**config.mk**
```make
export PLATFORM = sky130hd
export DESIGN_NAME = vsync_generator
export DESIGN_NICKNAME = d
export VERILOG_FILES = /design/src/rtl/vsync_generator_pkg.sv /design/src/rtl/vsync_generator_lfsr16.sv /design/src/rtl/vsync_generator.sv
export SDC_FILE = /design/constraint.sdc
export NUM_CORES = 1
export LEC_CHECK = 0
export CORE_ASPECT_RATIO = 0.9
export CORE_UTILIZATION = 49
export DETAILED_ROUTE_END_ITERATION = 8
export HOLD_SLACK_MARGIN = 0.02
export PLACE_DENSITY_LB_ADDON = 0.3
export SYNTH_ARGS = -nofsm -noshare
export SYNTH_HDL_FRONTEND = slang
export SYNTH_HIERARCHICAL = 1
export SYNTH_SLANG_ARGS = --single-unit
```
**constraint.sdc**
```tcl
create_clock -name CLK -period 12.4 [get_ports CLK]
set_clock_uncertainty 0.05 [all_clocks]
set_input_delay 1.24 -clock CLK [delete_from_list [all_inputs] [get_ports CLK]]
set_output_delay 1.24 -clock CLK [all_outputs]
set_load 0.005 [all_outputs]
```
**src/rtl/vsync_generator_pkg.sv**
```systemverilog
// ----------------------------------------------------------------------------
// vsync_generator_pkg
//   Constants and types shared by the laser-controller timing blocks:
//   - state_t     : frame sequencer state encoding (IDLE, PULSE, GAP)
//   - LFSR_SEED   : reset value of the jitter LFSR (nonzero, reproducible)
//   - MIN_PERIOD  : smallest frame period accepted; shorter requests clamp up
//   - JITTER_W    : width of the per-frame jitter draw (0..15 extra cycles)
// ----------------------------------------------------------------------------
package vsync_generator_pkg;

  typedef enum logic [1:0] {
    IDLE  = 2'd0,
    PULSE = 2'd1,
    GAP   = 2'd2
  } state_t;

  localparam logic [15:0] LFSR_SEED  = 16'hACE1;
  localparam int          MIN_PERIOD = 2;
  localparam int          JITTER_W   = 4;

endpackage : vsync_generator_pkg

```
**src/rtl/vsync_generator_lfsr16.sv**
```systemverilog
// ----------------------------------------------------------------------------
// lfsr16
//   16-bit Fibonacci LFSR, taps 16,14,13,11 (maximal length). Advances one
//   step per cycle while en is high; synchronous active-high reset reloads
//   LFSR_SEED so the sequence is reproducible after every reset.
//   Only compiled when the VSYNC_JITTER_EN macro is defined.
//
// Ports:
//   clk  in  rising-edge clock
//   rst  in  synchronous active-high reset
//   en   in  advance enable
//   q    out current LFSR state
// ----------------------------------------------------------------------------
`ifdef VSYNC_JITTER_EN
module lfsr16
  import vsync_generator_pkg::*;
(
  input  logic        clk,
  input  logic        rst,
  input  logic        en,
  output logic [15:0] q
);

  logic feedback;

  // Tap positions 16,14,13,11 counted from 1 map to bits 15,13,12,10.
  assign feedback = q[15] ^ q[13] ^ q[12] ^ q[10];

  always_ff @(posedge clk) begin
    if (rst) begin
      q <= LFSR_SEED;
    end else if (en) begin
      q <= {q[14:0], feedback};
    end
  end

endmodule : lfsr16
`endif

```
**src/rtl/vsync_generator.sv**
```systemverilog
// ----------------------------------------------------------------------------
// vsync_generator
//   Camera-style frame sync for the laser controller. Each frame drives
//   V_SYNC active for the latched pulse width, then inactive until the
//   latched period has elapsed since frame start. Back-to-back frames run
//   with no idle cycle while EN stays high; dropping EN lets the current
//   frame finish. PERIOD/PULSE_W/POLARITY are captured only at frame start.
//   Clamps: period < 2 -> 2, width 0 -> 1, width >= period -> period-1.
//
//   Optional macro VSYNC_JITTER_EN: adds 0..15 extra GAP cycles per frame,
//   drawn from lfsr16 at each frame start. Undefined: exact period, no LFSR.
//
// Ports:
//   CLK          in   30 MHz clock, all logic on rising edge
//   RST          in   synchronous active-high reset
//   EN           in   run request (level)
//   PERIOD       in   frame period in CLK cycles          [PERIOD_W]
//   PULSE_W      in   V_SYNC active width in CLK cycles   [PULSE_W_W]
//   POLARITY     in   active level of V_SYNC (1 = high)
//   V_SYNC       out  registered frame sync
//   FRAME_START  out  one-cycle strobe on first cycle of each frame
//   FRAME_CNT    out  frames started since reset, wraps  [CNT_W]
//   BUSY         out  high while a frame is in progress
// ----------------------------------------------------------------------------
module vsync_generator
  import vsync_generator_pkg::*;
#(
  parameter int PERIOD_W  = 28,
  parameter int PULSE_W_W = 16,
  parameter int CNT_W     = 16
) (
  input  logic                 CLK,
  input  logic                 RST,
  input  logic                 EN,
  input  logic [PERIOD_W-1:0]  PERIOD,
  input  logic [PULSE_W_W-1:0] PULSE_W,
  input  logic                 POLARITY,
  output logic                 V_SYNC,
  output logic                 FRAME_START,
  output logic [CNT_W-1:0]     FRAME_CNT,
  output logic                 BUSY
);

  // Working width for clamp arithmetic: wide enough for either input plus
  // the jitter addition without wrapping.
  localparam int XW = ((PERIOD_W > PULSE_W_W) ? PERIOD_W : PULSE_W_W) + 1;
  localparam logic [PERIOD_W-1:0] PERIOD_MAX = {PERIOD_W{1'b1}};

  state_t                state;
  logic [PERIOD_W-1:0]   cnt_q;        // cycle index within current frame
  logic [PERIOD_W-1:0]   pulse_end_q;  // last PULSE cycle index
  logic [PERIOD_W-1:0]   frame_end_q;  // last GAP cycle index
  logic                  pol_q;

  logic [PERIOD_W-1:0]   pulse_end_d;
  logic [PERIOD_W-1:0]   frame_end_d;
  logic [JITTER_W-1:0]   jitter;
  logic                  start_frame;

  logic [XW-1:0]         per_x;
  logic [XW-1:0]         wid_x;
  logic [XW-1:0]         end_x;

  // A frame starts from IDLE on any EN sample, or straight out of the last
  // GAP cycle when EN is still high, so consecutive frames abut exactly.
  always_comb begin
    // NOTE: every always_comb output gets a default first so no path leaves
    // it unassigned; a missing default here would infer a latch.
    start_frame = 1'b0;
    unique case (state)
      IDLE:    start_frame = EN;
      GAP:     start_frame = EN && (cnt_q == frame_end_q);
      default: start_frame = 1'b0;
    endcase
  end

`ifdef VSYNC_JITTER_EN
  logic [15:0] lfsr_q;

  // The LFSR steps once per frame start, so each frame draws a fresh value.
  lfsr16 u_lfsr16 (
    .clk (CLK),
    .rst (RST),
    .en  (start_frame),
    .q   (lfsr_q)
  );

  assign jitter = lfsr_q[JITTER_W-1:0];
`else
  assign jitter = '0;
`endif

  // Effective frame parameters computed from the live inputs; they only
  // matter on the start_frame cycle, when they are captured.
  always_comb begin
    per_x = XW'(PERIOD);
    if (per_x < XW'(MIN_PERIOD)) per_x = XW'(MIN_PERIOD);

    wid_x = XW'(PULSE_W);
    if (wid_x == '0)    wid_x = XW'(1);
    // Keep at least one inactive cycle in every frame.
    if (wid_x >= per_x) wid_x = per_x - XW'(1);

    end_x = per_x - XW'(1) + XW'(jitter);
    // Saturate so the frame counter never has to exceed PERIOD_W bits.
    if (end_x > XW'(PERIOD_MAX)) end_x = XW'(PERIOD_MAX);

    pulse_end_d = PERIOD_W'(wid_x - XW'(1));
    frame_end_d = PERIOD_W'(end_x);
  end

  // NOTE: sequential state uses non-blocking assignments so every register
  // samples pre-edge values regardless of statement order.
  always_ff @(posedge CLK) begin
    // NOTE: reset is synchronous; it clears control state, outputs and the
    // latched frame parameters together on the next edge.
    if (RST) begin
      state       <= IDLE;
      cnt_q       <= '0;
      pulse_end_q <= '0;
      frame_end_q <= '0;
      pol_q       <= 1'b0;
      V_SYNC      <= 1'b0;
      FRAME_START <= 1'b0;
      FRAME_CNT   <= '0;
      BUSY        <= 1'b0;
    end else begin
      FRAME_START <= 1'b0;
      if (start_frame) begin
        state       <= PULSE;
        cnt_q       <= '0;
        pulse_end_q <= pulse_end_d;
        frame_end_q <= frame_end_d;
        pol_q       <= POLARITY;
        V_SYNC      <= POLARITY;
        FRAME_START <= 1'b1;
        FRAME_CNT   <= FRAME_CNT + CNT_W'(1);
        BUSY        <= 1'b1;
      end else begin
        unique case (state)
          IDLE: begin
            // V_SYNC holds its inactive level between frames.
          end
          PULSE: begin
            cnt_q <= cnt_q + PERIOD_W'(1);
            if (cnt_q == pulse_end_q) begin
              state  <= GAP;
              V_SYNC <= ~pol_q;
            end
          end
          GAP: begin
            // Reaching here on the last cycle means EN was low: stop.
            if (cnt_q == frame_end_q) begin
              state <= IDLE;
              BUSY  <= 1'b0;
            end else begin
              cnt_q <= cnt_q + PERIOD_W'(1);
            end
          end
          default: state <= IDLE;
        endcase
      end
    end
  end

endmodule : vsync_generator

```
# == Word-level counts from Yosys, hierarchy flattened ==
# Cells that the tools add are included.
# word_totals
mem_count,0
inputBits,48
ram_bits,0
latchBits,0
ff_bits,106
romBits,0
output_inout_bits,19
# op_classes
n_mux,18
shift,0
eq_ne,10
n_addsub,4
mul,0
reduce_logical,14
n_div,0
magnitude_cmp,3
bitwise,2
# op_table
op,count
2-to-1 mux 28 bit,4
equality test 28 bit,2
one-hot mux 28 bit (2 select lines),1
greater-or-equal comparator 29 bit,1
> comparator 29 x 28 -> 1 bit (second input constant),1
subtractor 28 x 1 -> 29 bit (second input constant),1
adder 28 x 1 -> 28 bit (second input constant),1
less-than comparator 28 x 2 -> 1 bit (second input constant),1
subtractor 28 x 1 -> 28 bit (second input constant),1
adder 16 x 1 -> 16 bit (second input constant),1
zero test 16 bit,1
2-to-1 mux 16 bit,1
nonzero test 2 bit,5
2-to-1 mux 1 bit,8
!= test 2 bit (second input constant),4
!= test 3 bit (second input constant),2
one-hot mux 2 bit (3 select lines),1
AND reduction 2 bit,3
AND reduction 3 bit,2
2-to-1 mux 2 bit,2
equality test 2 x 1 -> 1 bit (second input constant),1
equality test 2 bit (second input constant),1
zero test 2 bit,1
inverter 1 bit,2
other kinds (3),3

# == Depth between registers and ports, before layout ==
# Gate-level depths: netlist of the first run.
# logic_depth
word_depth,5
mapped_depth,22
ltp_nobuf,20

# == Worst setup path before layout of the first run ==
# Ideal clock, no wire load.
# synth_timing
path_kind,input to register
startpoint,in PERIOD[22]
endpoint,reg pulse_end_q[16]
required_time_ps,12292
arrival_ps,5485
path_stages,21
setup_ps,58
setup_slack_ps,6807
path_cell_list,nor4_2 > nand3_4 > or2_1 > nor2b_1 > ha_1 > and4_1 > a41oi_1 > inv_1 > o21ai_1 > clkbuf_1 > buf_1 > nand2_1 > o21ai_0 > ha_1 > nand2_1 > nor3_1 > nand4_1 > o2bb2ai_1 > a211oi_1 > nor4_4 > a21o_1
# synth_via
elab_chain_cells,5
# synth_lines
element,line_no,source
from (decl),vsync_generator.sv:35,"input logic [PERIOD_W-1:0] PERIOD,"
less-than comparator 28 x 2 -> 1 bit,vsync_generator.sv:97,if (per_x < XW'(MIN_PERIOD)) per_x = XW'(MIN_PERIOD);
2-to-1 mux 28 bit *,vsync_generator.sv:97,
subtractor 28 x 1 -> 29 bit / greater-or-equal comparator 29 bit (equally long branches),-,
2-to-1 mux 28 bit *,vsync_generator.sv:102,if (wid_x >= per_x) wid_x = per_x - XW'(1);
subtractor 28 x 1 -> 28 bit *,vsync_generator.sv:108,pulse_end_d = PERIOD_W'(wid_x - XW'(1));
to (signal assigned),vsync_generator.sv:132,pulse_end_q <= pulse_end_d;
to (decl),vsync_generator.sv:51,logic [PERIOD_W-1:0] pulse_end_q;
# Every way passes the cells marked *; elsewhere a longest branch is shown, timed or not.
# A chain may end at the register's enable or synchronous reset.

# == Worst setup path after layout of the first run ==
# layout_timing
startpoint,in PERIOD[6]
endpoint,reg pulse_end_q[26]
# The elaborated chain is that of the path after synthesis.

==> flow_metrics.tcl, run 1 <==
set metrics [dict create \
    outcome "finished clean" \
    synth_seq_cells 106 \
    gr-usage-all-layers 0.267 \
    ant_nets_after_route 0 \
    drt-vias-per-instance 5.77 \
    cts_resized 0 \
    synthDominantAreaCellType "sky130_fd_sc_hd__dfxtp_1" \
    worstSetupStartpointType "primary input" \
    final_cell_count_without_fillers 994 \
    post_place_cell_area_um2 7240 \
    grt_antenna_before_repair 0 \
    regArea_um2 2120 \
    dp_hpwl_mm 13.8 \
    syn-cell-area_um2 6580 \
    cts_max_level 3 \
    grt_pass1_wl_mm 28.4 \
    timing.critical_path.fanout_max 22 \
    wl_mm 17.8 \
    reg2regPathDepth 10 \
    critPathCaptureType "register" \
    drtIter0Drc 524 \
    final_hold_viol_count 0 \
    clk_transition_reported_paths_ns 0.07 \
    crit_path_top_delay_cell "sky130_fd_sc_hd__clkdlybuf4s50_1" \
    detail_route.first_pass.iterations 5 \
    transition_at_the_pin_with_the_smallest_max_transition_slack_ns 1.02 \
    hp-start "pol_q" \
    first_global_vias 5606 \
    achievable-frequency_mhz 170 \
    final_cell_area_um2 7540 \
    timing.max_cap.violations 0 \
    design.core.area_um2 12900 \
    final_util 0.585 \
    synth_flop_cell "sky130_fd_sc_hd__dfxtp_1" \
    synth_area_leaders "sky130_fd_sc_hd__dfxtp_1 (32%), sky130_fd_sc_hd__xor2_1 (9.6%), sky130_fd_sc_hd__xnor2_1 (7.7%)" \
    detail_route.wl_per_cell_um 17.9 \
    timing.critical_path.arrival_ns 6.15 \
    gp_congestion 0.921 \
    worst-path-buf-inv 3 \
    power.ir.vdd_worst_uv 78.8 \
    numCtsBuffers 9 \
    average_size_of_a_mapped_cell_um2 8.24 \
    setup-tns-final_ns 0 \
    postCtsSetupBuffers 0 \
    die_y_um 112 \
    cts_tree "done" \
    port_buffers 66 \
    min_period_ns 5.89 \
    clock_insertion_delay_worst_skew_ns 0.36 \
    crit_type "primary input to register" \
    placementRows 39 \
    design.die.area_um2 13900 \
    power.net_switching_mw 0.215 \
    synth_seq_area_share 0.322 \
    power_frac_seq 0.467 \
    drive_above_1_share 0.0675 \
    layout_worst_path_cycle_share 0.475 \
    gr-total-overflow 0 \
    finalHoldWorstSlack_ns 0.396 \
    path_delay_family "simple AND/OR/NAND/NOR gates" \
    area_growth_syn_to_layout_pct 14.6 \
    clock_tree.root_cell "sky130_fd_sc_hd__clkbuf_16" \
    async_set_or_reset_flop_fraction_in_the_synthesized_netlist 0 \
    total_leakage_power_nw 2.95 \
    p_per_area_nw_per_um2 105 \
    grt_start_max_net_pins 73 \
    hold_buffers_post_cts 0 \
    layout.nets 895 \
    place_inst 979 \
    crit_chain "clkdlybuf4s50_1, nor4_4, nand4_2, or2_1, nor2b_1, ha_1, and4_1, a41oi_1, inv_1, o21ai_1, buf_4, nand2_1, o21ai_0, ha_1, nand2_1, nor3_1, nand4_1, o2bb2ai_1, a211oi_1, nor4_4, a21o_1" \
    min_path_cells 1 \
    synth_cells 799 \
    p_int_mw 0.578 \
    synth_enable_flop_cells 0 \
    r2r-end "pulse_end_q[15]" \
    synth_unique_cells 76 \
    relSlewSlack 0.321 \
    antenna-diode-count 0 \
    rsz0062_at_grt "false" \
    syn_nets 868 \
    worst_slack_at_placement_ns 6.20 \
    cts_buffer_depth 2 \
    worst_hold_path.endpoint "V_SYNC" \
    power.switching_fraction 0.271 \
    rrSetupSlack_ns 8.92 \
    regToRegStartpoint "cnt_q[22]" \
    comb_power_share 0.161 \
    slew_viol_final 0 \
    via_count 5740 \
    post-route-drc-count 0 \
    nFillCells 1194 \
    start_util 0.511 \
    ys_warn_count 6 \
    critical_path_required_ns 12.65 \
    power_mw 0.793 \
    final_critical_path_setup_slack_ns 6.51 \
    fp.dieW_um 124 \
    yosysTopAreaCellShare 0.322 \
    setup-violations-final 0 \
    multiInputGateArea_um2 4140 \
    min_path_type "register to register" \
    floorplan.io_pins 67 \
    relative_contribution_of_the_clock_network_to_total_power 0.372 \
    critPathMaxStageDelay_ns 0.49 \
    clock_sink_count 106 \
]
## flip-flops by register name (all words and copies together), names as in the netlist
signal	flops
BUSY	1
pol_q	1
state	2
cnt_q	28
pulse_end_q	28
FRAME_CNT	16
V_SYNC	1
FRAME_START	1
frame_end_q	28
## Yosys cell counts, drive strengths merged, types with 15 or more instances
cell type / n
a211oi: 20
a21o: 15
a21oi: 24
clkbuf: 41
dfxtp: 106
ha: 21
inv: 24
nand2: 52
nand3: 23
nor2: 122
nor3: 37
nor4: 26
o21ai: 17
xnor2: 60
xor2: 72
## cells in the final DEF, fill, tap and decap left out, drive strengths merged, types with 11 or more instances in the layout
cell type,netlist,routed
a211oi,20,20
a21o,15,15
a21oi,24,24
clkbuf,41,12
clkdlybuf4s50,0,65
dfxtp,106,106
ha,21,21
inv,24,25
nand2,52,52
nand3,23,23
nand4,14,14
nor2,122,122
nor3,37,37
nor4,26,26
o21ai,17,17
or3,11,11
xnor2,60,60
xor2,72,72
## cell type report
class / count / area share
clock buffers: 12 / 0.0340
clock inverters: 3 / 0.00614
inverters: 24 / 0.0119
multi-input cells: 616 / 0.549
flip-flops and latches: 106 / 0.281
well taps: 164 / 0.0272
repair buffers: 69 / 0.0899
## metal layers
metal / up-vias / share of wire / global-route usage
met2: 173 / 0.45 / 0.409
met5: - / 0 / 0
met4: 0 / 0.028 / 0.110
met3: 38 / 0.052 / 0.0415
met1: 2716 / 0.47 / 0.371
li1: 2813 / - / -
## power groups by stage
stage          registers, mW  clock network [mW]  logic (mW)
6_report               0.371               0.295       0.128
5_1_grt                0.372               0.311       0.140
4_1_cts                0.370               0.299       0.127
3_5_place_dp           0.378                   0       0.126
3_3_place_gp           0.377                   0       0.123
2_1_floorplan          0.373                   0      0.0810
## how the worst max path moves through the flow
stage,cells after the start,startpoint,endpoint
floorplan,21,PERIOD[22],pulse_end_q[16]
global placement,21,PERIOD[6],pulse_end_q[26]
detailed placement,21,PERIOD[6],pulse_end_q[26]
CTS,21,PERIOD[6],pulse_end_q[26]
global route,21,PERIOD[2],pulse_end_q[24]
finish,21,PERIOD[6],pulse_end_q[26]
## logic make-up after synthesis
family,count (synthesis),share of synthesized area
flops,106,0.322
buf+inv,77,0.0485
compound gates,116,0.127
xor+xnor,132,0.178
fa+ha+maj,21,0.0399
simple gates,340,0.273
mux,7,0.0106
## worst register-to-register path: stages, from the launching register on
cell	delay (ns)
sky130_fd_sc_hd__dfxtp_1	0.47
sky130_fd_sc_hd__xor2_1	0.14
sky130_fd_sc_hd__nor4_1	0.48
sky130_fd_sc_hd__nand3_1	0.21
sky130_fd_sc_hd__o21ai_0	0.30
sky130_fd_sc_hd__and2_2	0.19
sky130_fd_sc_hd__buf_4	0.54
sky130_fd_sc_hd__nand2_1	0.41
sky130_fd_sc_hd__or2_2	0.36
sky130_fd_sc_hd__mux2i_1	0.14
sky130_fd_sc_hd__nor3_1	0.06
(Power assumes the default switching activity.)
==> inputs of run 2 (changes only) <==
==> constraint.sdc (replaced) <==
create_clock -name CLK -period 5.6 [get_ports CLK]
set_clock_uncertainty 0.05 [all_clocks]
set_input_delay 0.56 -clock CLK [delete_from_list [all_inputs] [get_ports CLK]]
set_output_delay 0.56 -clock CLK [all_outputs]
set_load 0.005 [all_outputs]
==> flow_metrics.tcl, run 2 (synthesized netlist as in run 1, its figures left out) <==
set metrics [dict create \
    comb_power_share 0.164 \
    top_layer "met4" \
    layout_commonest_cell "sky130_fd_sc_hd__nor2_1" \
    post-route-drc-count 0 \
    start_util 0.511 \
    clock_insertion_delay_worst_skew_ns 0.35 \
    ant_nets_after_route 0 \
    cts_buffer_depth 2 \
    via_count 5773 \
    crit_type "primary input to register" \
    clock_tree.root_cell "sky130_fd_sc_hd__clkbuf_16" \
    timing.critical_path.fanout_max 9 \
    min_path_cells 1 \
    clock_sink_count 106 \
    die_y_um 112 \
    layout_worst_path_cycle_share 0.911 \
    power.ir.vdd_worst_uv 176 \
    fp.dieW_um 124 \
    power.net_switching_mw 0.480 \
    setup-violations-final 0 \
    met1Wirelength_mm 8.28 \
    design.die.area_um2 13900 \
    worst_slack_at_placement_ns -0.0124 \
    final_hold_viol_count 0 \
    place_inst 983 \
    rsz0062_at_grt "false" \
    critPathMaxStageDelay_ns 0.53 \
    critical_path_required_ns 5.85 \
    final_critical_path_setup_slack_ns 0.500 \
    final_util 0.588 \
    floorplan.io_pins 67 \
    total_leakage_power_nw 2.96 \
    timing.critical_path.arrival_ns 5.35 \
    finalHoldWorstSlack_ns 0.391 \
    min_path_type "register to register" \
    layout_common_cells "sky130_fd_sc_hd__nor2_1 (121), sky130_fd_sc_hd__dfxtp_1 (106), sky130_fd_sc_hd__xor2_1 (72)" \
    cts_tree "done" \
    met2RoutedLength_mm 7.87 \
    design.core.area_um2 12900 \
    critPathCaptureType "register" \
    crit_chain "clkdlybuf4s50_1, nor4_4, nand3_4, or2_1, nor2b_1, ha_1, nor2b_1, o31ai_1, a21o_2, a21oi_1, o21ai_2, nand2_1, o21ai_0, ha_1, nand2_1, nor3_1, nand4_1, o2bb2ai_1, a211oi_1, nor4_4, a21o_1" \
    p_int_mw 1.26 \
    wl_mm 17.4 \
    power_mw 1.74 \
    dp_hpwl_mm 13.6 \
    p_per_area_nw_per_um2 229 \
    numCtsBuffers 9 \
    port_buffers 66 \
    first_global_vias 5528 \
    largestRegisters "cnt_q x28, frame_end_q x28, pulse_end_q x28" \
    transition_at_the_pin_with_the_smallest_max_transition_slack_ns 1.04 \
    drt-vias-per-instance 5.78 \
    grt_start_max_net_pins 70 \
    final_cell_area_um2 7580 \
    crit_path_top_delay_cell "sky130_fd_sc_hd__clkdlybuf4s50_1" \
    grt_pass1_wl_mm 28.5 \
    relative_contribution_of_the_clock_network_to_total_power 0.363 \
    drtIter0Drc 593 \
    antenna-diode-count 0 \
    clk_transition_reported_paths_ns 0.07 \
    layout.nets 899 \
    cts_resized 0 \
    gp_congestion 0.966 \
    gr-usage-all-layers 0.264 \
    nFillCells 1157 \
    timing.max_cap.violations 0 \
    cts_max_level 3 \
    final_cell_count_without_fillers 999 \
    met3WireLength_um 833 \
    postCtsSetupBuffers 0 \
    detail_route.wl_per_cell_um 17.4 \
    drive_above_1_share 0.0766 \
    outcome "finished clean" \
    post_place_cell_area_um2 7270 \
    achievable-frequency_mhz 196 \
    area_growth_syn_to_layout_pct 15.2 \
    gr-total-overflow 0 \
    slew_viol_final 0 \
    power.switching_fraction 0.277 \
    power_frac_seq 0.473 \
    relSlewSlack 0.305 \
    hold_buffers_post_cts 0 \
    placementRows 39 \
    reg2regPathDepth 9 \
    grt_antenna_before_repair 0 \
    setup-tns-final_ns 0 \
    worstSetupStartpointType "primary input" \
    min_period_ns 5.10 \
    detail_route.first_pass.iterations 5 \
    rrSetupSlack_ns 2.26 \
]
==> run 2: cell count changes in the layout (fill, tap and decap cells not counted) <==
cell / delta
sky130_fd_sc_hd__clkinvlp_4: +1
sky130_fd_sc_hd__nor4_4: +1
sky130_fd_sc_hd__nor4_2: -1
sky130_fd_sc_hd__a41oi_1: -1
sky130_fd_sc_hd__o21ai_1: -1
sky130_fd_sc_hd__clkinv_2: +3
sky130_fd_sc_hd__clkbuf_8: -2
sky130_fd_sc_hd__buf_4: +4
sky130_fd_sc_hd__clkbuf_1: -1
sky130_fd_sc_hd__a41oi_2: +1
sky130_fd_sc_hd__o21ai_2: +1
==> run 2: worst paths after layout <==
check | startpoint | endpoint
max reg2reg | cnt_q[22] | FRAME_CNT[7]
max | PERIOD[16] | pulse_end_q[24]
min reg2reg | pol_q | V_SYNC
min | pol_q | V_SYNC
==> run 2: routing by layer <==
metal / vias up / global-route usage
met4: 0 / 0.0817
met1: 2739 / 0.373
met2: 183 / 0.410
li1: 2816 / -
met5: - / 0
met3: 35 / 0.0405
==> run 2: power by group through the flow <==
stage | Clock (mW) | Combinational [mW] | Sequential, mW
2_1_floorplan | 0 | 0.179 | 0.826
3_3_place_gp | 0 | 0.272 | 0.836
3_5_place_dp | 0 | 0.280 | 0.837
4_1_cts | 0.636 | 0.281 | 0.820
5_1_grt | 0.673 | 0.313 | 0.824
6_report | 0.631 | 0.285 | 0.821
==> run 2: worst max-delay path: cells and delay by family <==
kind,cells,cell delay [ns]
buf+inv,1,0.53
simple gates,10,2.15
compound gates,8,1.49
fa+ha+maj,2,0.60
==> run 2: area by class of cell <==
cell class                 count  area, um2  share of cell area
clock buffer                   9        225              0.0297
clock inverter                 7       68.8             0.00908
sequential                   106       2120               0.280
inverter                      24       90.1              0.0119
timing repair buffer          73        708              0.0934
tap                          164        205              0.0271
multi-input combinational    616       4160               0.549
==> inputs of run 3 (changes only) <==
--- a/config.mk
+++ b/config.mk
@@ -7,6 +7,7 @@
 export LEC_CHECK = 0
 export CORE_ASPECT_RATIO = 0.9
 export CORE_UTILIZATION = 49
+export CTS_BUF_LIST = sky130_fd_sc_hd__clkbuf_4 sky130_fd_sc_hd__clkbuf_8 sky130_fd_sc_hd__clkbuf_16
 export DETAILED_ROUTE_END_ITERATION = 8
 export HOLD_SLACK_MARGIN = 0.02
 export PLACE_DENSITY_LB_ADDON = 0.3
==> results of run 3 <==
Same layout as run 2: the final DEF is identical, and so are final timing and power.
